## config.mk

```make
export PLATFORM = sky130hd
export DESIGN_NAME = jtframe_joyscan
export DESIGN_NICKNAME = d
export VERILOG_FILES = /design/src/rtl/jtframe_joyscan_pkg.sv /design/src/rtl/jtframe_joyscan_tick.sv /design/src/rtl/jtframe_joyscan.sv
export SDC_FILE = /design/constraint.sdc
export NUM_CORES = 1
export LEC_CHECK = 0
export BUFFER_PORTS_ARGS = -buffer_cell sky130_fd_sc_hd__buf_4
export CAP_MARGIN = 40
export CELL_PAD_IN_SITES_DETAIL_PLACEMENT = 1
export CELL_PAD_IN_SITES_GLOBAL_PLACEMENT = 1
export CORE_AREA = 5 5 119 121
export DETAILED_ROUTE_END_ITERATION = 10
export DIE_AREA = 0 0 124 126
export HOLD_SLACK_MARGIN = 0.15
export PLACE_DENSITY_LB_ADDON = 0.1
export SLEW_MARGIN = 15
export SYNTH_ARGS = -nofsm -noshare
export SYNTH_HDL_FRONTEND = slang
export SYNTH_SLANG_ARGS = --single-unit
export TNS_END_PERCENT = 50
```

## constraint.sdc

```tcl
create_clock -name clk -period 2.4 [get_ports clk]
set_clock_uncertainty 0.1 [all_clocks]
set_input_delay 0.36 -clock clk [delete_from_list [all_inputs] [get_ports clk]]
set_output_delay 0.36 -clock clk [all_outputs]
set_load 0.02 [all_outputs]
```

## src/rtl/jtframe_joyscan_pkg.sv

```systemverilog
// +----------------------------------------------------------------------------+
// | jtframe_joyscan_pkg                                                        |
// | Scan FSM state encodings and DB15 button bit positions for board remaps.   |
// | Revision: 1.0                                                              |
// +----------------------------------------------------------------------------+
`default_nettype none

package jtframe_joyscan_pkg;

  localparam logic [2:0] S_IDLE  = 3'd0;
  localparam logic [2:0] S_LATCH = 3'd1;
  localparam logic [2:0] S_LOW   = 3'd2;
  localparam logic [2:0] S_HIGH  = 3'd3;
  localparam logic [2:0] S_PASS  = 3'd4;
  localparam logic [2:0] S_DONE  = 3'd5;

  typedef enum logic [2:0] {
    ST_IDLE  = S_IDLE,
    ST_LATCH = S_LATCH,
    ST_LOW   = S_LOW,
    ST_HIGH  = S_HIGH,
    ST_PASS  = S_PASS,
    ST_DONE  = S_DONE
  } joyscan_state_e;

  // Bit positions inside a board_joy word once de-serialised
  localparam int JOY_RIGHT = 0;
  localparam int JOY_LEFT  = 1;
  localparam int JOY_DOWN  = 2;
  localparam int JOY_UP    = 3;
  localparam int JOY_B1    = 4;
  localparam int JOY_B2    = 5;
  localparam int JOY_B3    = 6;
  localparam int JOY_B4    = 7;
  localparam int JOY_B5    = 8;
  localparam int JOY_B6    = 9;
  localparam int JOY_START = 10;
  localparam int JOY_COIN  = 11;

endpackage

`default_nettype wire

```

## src/rtl/jtframe_joyscan_tick.sv

```systemverilog
// +----------------------------------------------------------------------------+
// | jtframe_joyscan_tick                                                       |
// | CLKDIV divider with synchronous clear; tick is high on the last count.     |
// | Revision: 1.0                                                              |
// +----------------------------------------------------------------------------+
`default_nettype none

module jtframe_joyscan_tick
  import jtframe_joyscan_pkg::*;
#(
  parameter int CLKDIV = 4
) (
  input  logic clk,
  input  logic rst,
  input  logic clr,
  output logic tick
);

  localparam int            W    = $clog2(CLKDIV);
  localparam logic [W-1:0]  LAST = W'(CLKDIV - 1);

  logic [W-1:0] cnt_q, cnt_d;

  always_comb begin
    cnt_d = cnt_q + W'(1);
    if (clr || cnt_q == LAST) cnt_d = '0;
  end

  always_ff @(posedge clk or posedge rst) begin
    if (rst) cnt_q <= '0;
    else     cnt_q <= cnt_d;
  end

  assign tick = (cnt_q == LAST);

endmodule

`default_nettype wire

```

## src/rtl/jtframe_joyscan.sv

```systemverilog
// +----------------------------------------------------------------------------+
// | jtframe_joyscan                                                            |
// | Per-frame serial joystick scanner (latch/clock bus, up to four players).   |
// | Optional: JTFRAME_JOYSCAN_DEBOUNCE_EN publishes a word only after two      |
// | consecutive identical scans.                                               |
// | Revision: 1.0                                                              |
// +----------------------------------------------------------------------------+
`default_nettype none

module jtframe_joyscan
  import jtframe_joyscan_pkg::*;
#(
  parameter int CLKDIV     = 4,
  parameter int NBITS      = 16,
  parameter int PLAYERS    = 2,
  parameter int ACTIVE_LOW = 1
) (
  input  logic        clk,
  input  logic        rst,
  input  logic        vs,
  input  logic        scan_en,
  output logic        joy_latch,
  output logic        joy_clk,
  output logic        joy_sel,
  input  logic [1:0]  joy_din,
  output logic [15:0] board_joy1,
  output logic [15:0] board_joy2,
  output logic [15:0] board_joy3,
  output logic [15:0] board_joy4,
  output logic        joy_upd,
  output logic        busy
);

  localparam logic [3:0] LAST_BIT = 4'(NBITS - 1);
  localparam logic [1:0] INV      = (ACTIVE_LOW != 0) ? 2'b11 : 2'b00;

  joyscan_state_e state_q, state_d;
  logic        vs_q, vs_d;
  logic [3:0]  bit_q, bit_d;
  logic        half_q, half_d;
  logic        latch_q, latch_d, jclk_q, jclk_d, sel_q, sel_d;
  logic        upd_q, upd_d, busy_q, busy_d;
  logic [15:0] shadow_q [4];
  logic [15:0] shadow_d [4];
  logic [15:0] joy_q [4];
  logic [15:0] joy_d [4];
`ifdef JTFRAME_JOYSCAN_DEBOUNCE_EN
  logic [15:0] prev_q [4];
  logic [15:0] prev_d [4];
`endif
  logic trigger, tick;

  assign trigger = vs & ~vs_q & scan_en & (state_q == ST_IDLE);

  jtframe_joyscan_tick #(.CLKDIV(CLKDIV)) u_tick (
    .clk  (clk),
    .rst  (rst),
    .clr  (trigger),
    .tick (tick)
  );

  always_comb begin
    state_d  = state_q;
    vs_d     = vs;
    bit_d    = bit_q;
    half_d   = half_q;
    latch_d  = latch_q;
    jclk_d   = jclk_q;
    sel_d    = sel_q;
    upd_d    = 1'b0;
    busy_d   = busy_q;
    shadow_d = shadow_q;
    joy_d    = joy_q;
`ifdef JTFRAME_JOYSCAN_DEBOUNCE_EN
    prev_d   = prev_q;
`endif
    case (state_q)
      ST_IDLE: if (trigger) begin
        state_d = ST_LATCH;
        latch_d = 1'b1;
        busy_d  = 1'b1;
        sel_d   = 1'b0;
        bit_d   = '0;
        half_d  = 1'b0;
        for (int p = 0; p < 4; p++) shadow_d[p] = '0;
      end
      ST_LATCH: if (tick) begin
        half_d = ~half_q;
        if (half_q) begin
          state_d = ST_LOW;
          latch_d = 1'b0;
          jclk_d  = 1'b0;
        end
      end
      ST_LOW: if (tick) begin
        shadow_d[{sel_q, 1'b0}][bit_q] = joy_din[0] ^ INV[0];
        shadow_d[{sel_q, 1'b1}][bit_q] = joy_din[1] ^ INV[1];
        state_d = ST_HIGH;
        jclk_d  = 1'b1;
      end
      ST_HIGH: if (tick) begin
        jclk_d = 1'b0;
        if (bit_q != LAST_BIT) begin
          bit_d   = bit_q + 4'd1;
          state_d = ST_LOW;
        end else if (PLAYERS == 4 && !sel_q) begin
          // Pass decision resolved on this tick so the second pass costs no extra cycle
          sel_d   = 1'b1;
          bit_d   = '0;
          half_d  = 1'b0;
          latch_d = 1'b1;
          state_d = ST_LATCH;
        end else begin
          state_d = ST_DONE;
          sel_d   = 1'b0;
          busy_d  = 1'b0;
`ifdef JTFRAME_JOYSCAN_DEBOUNCE_EN
          for (int p = 0; p < 4; p++) begin
            if (shadow_q[p] == prev_q[p] && joy_q[p] != shadow_q[p]) begin
              joy_d[p] = shadow_q[p];
              upd_d    = 1'b1;
            end
            prev_d[p] = shadow_q[p];
          end
`else
          joy_d = shadow_q;
          upd_d = 1'b1;
`endif
        end
      end
      ST_DONE: state_d = ST_IDLE;
      default: state_d = ST_IDLE;
    endcase
  end

  always_ff @(posedge clk or posedge rst) begin
    if (rst) begin
      state_q <= ST_IDLE;
      vs_q    <= 1'b0;
      bit_q   <= '0;
      half_q  <= 1'b0;
      latch_q <= 1'b0;
      jclk_q  <= 1'b0;
      sel_q   <= 1'b0;
      upd_q   <= 1'b0;
      busy_q  <= 1'b0;
      for (int p = 0; p < 4; p++) begin
        shadow_q[p] <= '0;
        joy_q[p]    <= '0;
`ifdef JTFRAME_JOYSCAN_DEBOUNCE_EN
        prev_q[p]   <= '0;
`endif
      end
    end else begin
      state_q <= state_d;
      vs_q    <= vs_d;
      bit_q   <= bit_d;
      half_q  <= half_d;
      latch_q <= latch_d;
      jclk_q  <= jclk_d;
      sel_q   <= sel_d;
      upd_q   <= upd_d;
      busy_q  <= busy_d;
      for (int p = 0; p < 4; p++) begin
        shadow_q[p] <= shadow_d[p];
        joy_q[p]    <= joy_d[p];
`ifdef JTFRAME_JOYSCAN_DEBOUNCE_EN
        prev_q[p]   <= prev_d[p];
`endif
      end
    end
  end

  assign joy_latch  = latch_q;
  assign joy_clk    = jclk_q;
  assign joy_sel    = sel_q;
  assign joy_upd    = upd_q;
  assign busy       = busy_q;
  assign board_joy1 = joy_q[0];
  assign board_joy2 = joy_q[1];
  assign board_joy3 = joy_q[2];
  assign board_joy4 = joy_q[3];

endmodule

`default_nettype wire

```

# Word-level counts from Yosys, hierarchy flattened
# Index checks and enable logic that the tools add are counted.
word_totals:
  reg_bits: 144
  latchBits: 0
  ramBits: 0
  romBits: 0
  in_bits: 6
  out_inout_bits: 69
  elab_cells: 105
  mem_count: 0
classes:
  addsub: 2
  multipliers: 0
  div_mod_pow: 0
  n_lt_le_gt_ge: 6
  eq_ne: 12
  shift: 0
  n_mux: 40
  n_bitwise: 10
  reduce_logical: 17
ops:
  columns: ["op", "n"]
  rows:
  - ["$bwmux 64", 2]
  - ["$mux 64", 2]
  - ["$pmux 64 s2", 1]
  - ["$demux 16 s2", 2]
  - ["$mux 16", 2]
  - ["$mux 3", 6]
  - ["$mux 1", 13]
  - ["$mux 4", 3]
  - ["$ne 2x2->1 const B", 6]
  - ["$pmux 3 s4", 1]
  - ["$reduce_and 4->1", 3]
  - ["$reduce_and 5->1", 2]
  - ["$reduce_and 3->1", 3]
  - ["$pmux 1 s2", 4]
  - ["$pmux 4 s2", 1]
  - ["$eq 3x2->1 const B", 2]
  - ["$ge 3x3->1 const B", 2]
  - ["$lt 3x1->1 const B", 2]
  - ["$not 2->3", 2]
  - ["$reduce_bool 2->1", 3]
  - ["$lt 4x5->1 const B", 1]
  - ["$not 1->1", 5]
  - ["$add 4x1->4 const B", 1]
  - ["$demux 1 s4", 1]
  - ["13 further kinds", 17]

# Depth between registers and ports, before layout
logic_depth:
  depth_word: 10
  mapped_depth: 6
  ltp_nobuf: 4

# Hierarchy
# A second synthesis with hierarchy kept.
unflattened:
  cells_unflattened: 307
  hier_area_um2: 3962.6
modules_own_cells:
  columns: ["module", "n_inst", "cells_per_inst", "area_each_um2", "seq_area_each_um2"]
  rows:
  - ["jtframe_joyscan", 1, 301, 3873.7, 1926.8]
  - ["jtframe_joyscan_tick", 1, 6, 88.8, 50.0]

# Worst setup path after synthesis
# OpenSTA, ideal clock, no wires.
synth_timing:
  path_type: "register to register"
  startpoint: "reg bit_q[0]"
  endpoint: "reg joy_q (netlist bit board_joy1[0])"
  setup_time_ps: 127
  arrival_ps: 1536
  t_required_ps: 2173
  slack_ps: 637
  stages_incl_launch_ff: 7
  n_path_buf: 2
  synth_period_minus_slack_ps: 1763
  path_cell_list: "dfrtp_1 ha_1 buf_4 nand3_2 nor2_4 buf_6 mux2_1"
synth_via:
  elab_chain_len: 3
synth_lines:
  columns: ["element", "line", "rtl"]
  rows:
  - ["from (decl)", "jtframe_joyscan.sv:39", "logic [3:0] bit_q, bit_d;"]
  - ["from (signal assigned)", "jtframe_joyscan.sv:157", "bit_q <= bit_d;"]
  - ["$ne 4x4->1", "jtframe_joyscan.sv:103", "if (bit_q != LAST_BIT) begin"]
  - ["$not 1->1 (no line)", null, null]
  - ["$reduce_and 3->1 (no line)", null, null]
  - ["to (signal, indexed assignment)", "jtframe_joyscan.sv:166", "joy_q[p] <= joy_d[p];"]
  - ["to (decl)", "jtframe_joyscan.sv:45", "logic [15:0] joy_q [4];"]
# No other way between the ends.
# A chain may end at the register's enable or synchronous reset.

# Worst setup path in the final report
layout_timing:
  startpoint: "reg bit_q[0]"
  endpoint: "reg joy_q (netlist bit board_joy2[8])"
# Same word-level chain as after synthesis.

==> results.md <==
* Worst Setup End Kind: flip-flop
* Hold_buf cts at 2
* Pin count of the biggest net entering global routing at 80
* Final WL at roughly 8.5 mm
* Critical path data arrival time at approximately 2200 ps
* Detailed-route DRC error count at 0
* DR vias at ~2300
* MaxCap Viol Count at 0
* # diodes at 0
* Fillers at 1425
* CTS root buf: clkbuf_16
* CTS clk-pin slew, worst paths at about 60 ps
* Vias in the first global route at between 2000 and 3000
* Die area at 0.01562 mm²
* Fin crit period at 2049 ps
* Layout area overhead at 18.39%
* WP data required at roughly 2500 ps
* Final Instance Area at 0.004487 mm²
* Final hold vios at 0
* Setup WS pre-CTS at between 300 and 400 ps
* Num CTS Buffers at 9
* CTS tree: done
* Placed inst area at 0.004135 mm²
* Post-Syn Area at 0.003790 mm²
* Most frequent cells in the layout: 79 x dfrtp_1, 44 x buf_4, 33 x o21ai_1, 33 x conb_1
* CTS Buffer Depth at 2
* DRT antenna net count at 0
* Static leakage at between 2 and 2.5 nW
* Async SR Flop Fraction at 100.0%
* Sequential Area at 0.001977 mm²
* Layout net count at 354
* Critical path peak fanout at 33
* Die height at ~130 µm
* Sequential share of the synthesized area at between 50% and 60%
* CTS resizes at 0
* DIE WIDTH at 124 µm
* Hold Path Cell Cnt at 2
* # setup viols final at 0
* H-tree depth at 3
* Share of the synthesized area in the top cell type at between 50% and 60%
* EDFF count, synth at 0
* WL/cell at 16.31 µm
* Clock latency on the worst-skew pair at 340 ps
* Placer Congestion at 0.7255
* Tot GR Track Use at 11.60%
* DP HPWL at 5.429 mm
* Syn avg cell area at 12.47 µm²
* Most common cell after layout, fill and taps aside: dfrtp_1
* Num rows at 42
* Synth area leader: dfrtp_1
* Layout cell share with drive strength beyond 1 at about a quarter
* Worst Setup Start Kind: flip-flop
* Worst vdd ir at 336.7 µV
* Unique masters post-synth at 44
* Area of the multi-input gates at 0.001529 mm²
* Core Box Area at about 0.013 mm²
* PwrDens at ~1100 mW/mm²
* Synth warn at 0
* Status: finished clean
* Max Slew Vio Count at 0
* R2r worst-path depth at 5
* Clock Sinks at 79
* Port buffer count at 41
* RSZ-0062 raised after global routing: false
* Starting Density at 29.20%
* Final period util at between 80% and 90%
* Slew HR at 66.49%
* Crit path kind: flip-flop to flip-flop
* Initial DRT Pass Iterations at 4
* Vias per cell at 4.447
* Top_reg_cell synth: dfrtp_1
* Syn Inst Count at 304
* Synth top area cells: dfrtp_1 52%, mux2_1 9.5%, mux2i_1 8.5%
* First-pass GRT wire length at 14.13 mm
* Setup_tns at 0 ps
* Final worst-path setup slack at 350.7 ps
* Initial antenna violation count at 0
* Seq cells post-synth at 79
* Worst hold path class: primary input to flip-flop
* Postcts setup bufs at 0
* Grt total ovfl at 0
* Worst slew pin tran at 501.6 ps
* Io pins at 75
* Initial DRC Count at 85
* Fmax at approximately 490 MHz
[critical path, cell delays in order (launching register included)]
cell	delay (ps)
dfrtp_1	420
ha_1	370
nand3_2	270
nor2_4	190
buf_12	230
mux2_1	340
[area by class of cell]
class                   count  area share (%)
flip-flops and latches     79           44.06
clock buffers              10           5.326
clock inverters             6           2.064
repair buffers             49           9.147
well taps                 176           4.908
multi-input cells         200           34.08
inverters                   4          0.4183
[state kept, by name, summed over array words and instances, names as in the netlist]
name / cells
u_tick.cnt_q: 2
board_joy1: 16
vs_q: 1
bit_q: 4
board_joy2: 16
state_q: 3
joy_latch: 1
joy_upd: 1
shadow_q: 32
joy_clk: 1
busy: 1
half_q: 1
[layer usage]
metal | vias to the layer above | global-route usage (%) | routed length [µm]
met2 | 45 | 17.18 | 3750
met3 | 10 | 2.870 | 360
li1 | 1098 | - | -
met4 | 0 | 4.253 | 118
met5 | - | 0 | 0
met1 | 1177 | 16.37 | 4316
[cells in the mapped netlist (2+ instances only)]
cell type   n
dfrtp_1    79
buf_4      35
o21ai_1    33
mux2_1     32
mux2i_1    32
nand3_2    11
nand3_1     8
buf_6       7
clkbuf_1    6
buf_2       5
ha_1        5
inv_1       4
nor3_1      4
a21oi_1     3
nor2_1      3
nor2b_1     3
o211ai_1    3
a31oi_1     2
nand2_1     2
nand4_1     2
o311ai_1    2
[through the flow]
step	power [mW]	hold slack [ps]	util, %	instances
6_report	5.025	271.5	34.57	524
3_3_place_gp	3.546	325.4	31.86	506
5_1_grt	5.377	286.7	34.57	524
2_1_floorplan	3.112	291.4	-	336
4_1_cts	5.116	270.4	34.57	524
3_5_place_dp	3.579	333.6	31.86	506
[kinds of logic after synthesis]
group	after synthesis	share of synthesized area, %
flip-flops	79	52.16
multiplexers	64	17.96
buffers and inverters	57	10.66
AO/OA/AOI/OAI	50	7.725
AND/OR/NAND/NOR	48	9.740
adder cells (fa/ha/maj)	5	1.651
other	1	0.09895
[power breakdown]
group	leakage (nW)	internal [mW]	switching [mW]	total [mW]
Sequential	1.02	1.78	0.334	2.12
Clock	0.155	0.945	0.562	1.51
Combinational	1.07	0.587	0.814	1.40
[worst paths after layout]
path | to | startpoint | slack (ps)
max | board_joy2[8] | bit_q[0] | 350
min | shadow_q[54] | joy_din[0] | 270
max reg2reg | board_joy2[8] | bit_q[0] | 350
min reg2reg | u_tick.cnt_q[0] | u_tick.cnt_q[0] | 340
max in group asynchronous | joy_clk | rst | 1240
min in group asynchronous | board_joy2[13] | rst | 600
Power figures use the tool's default switching activity.
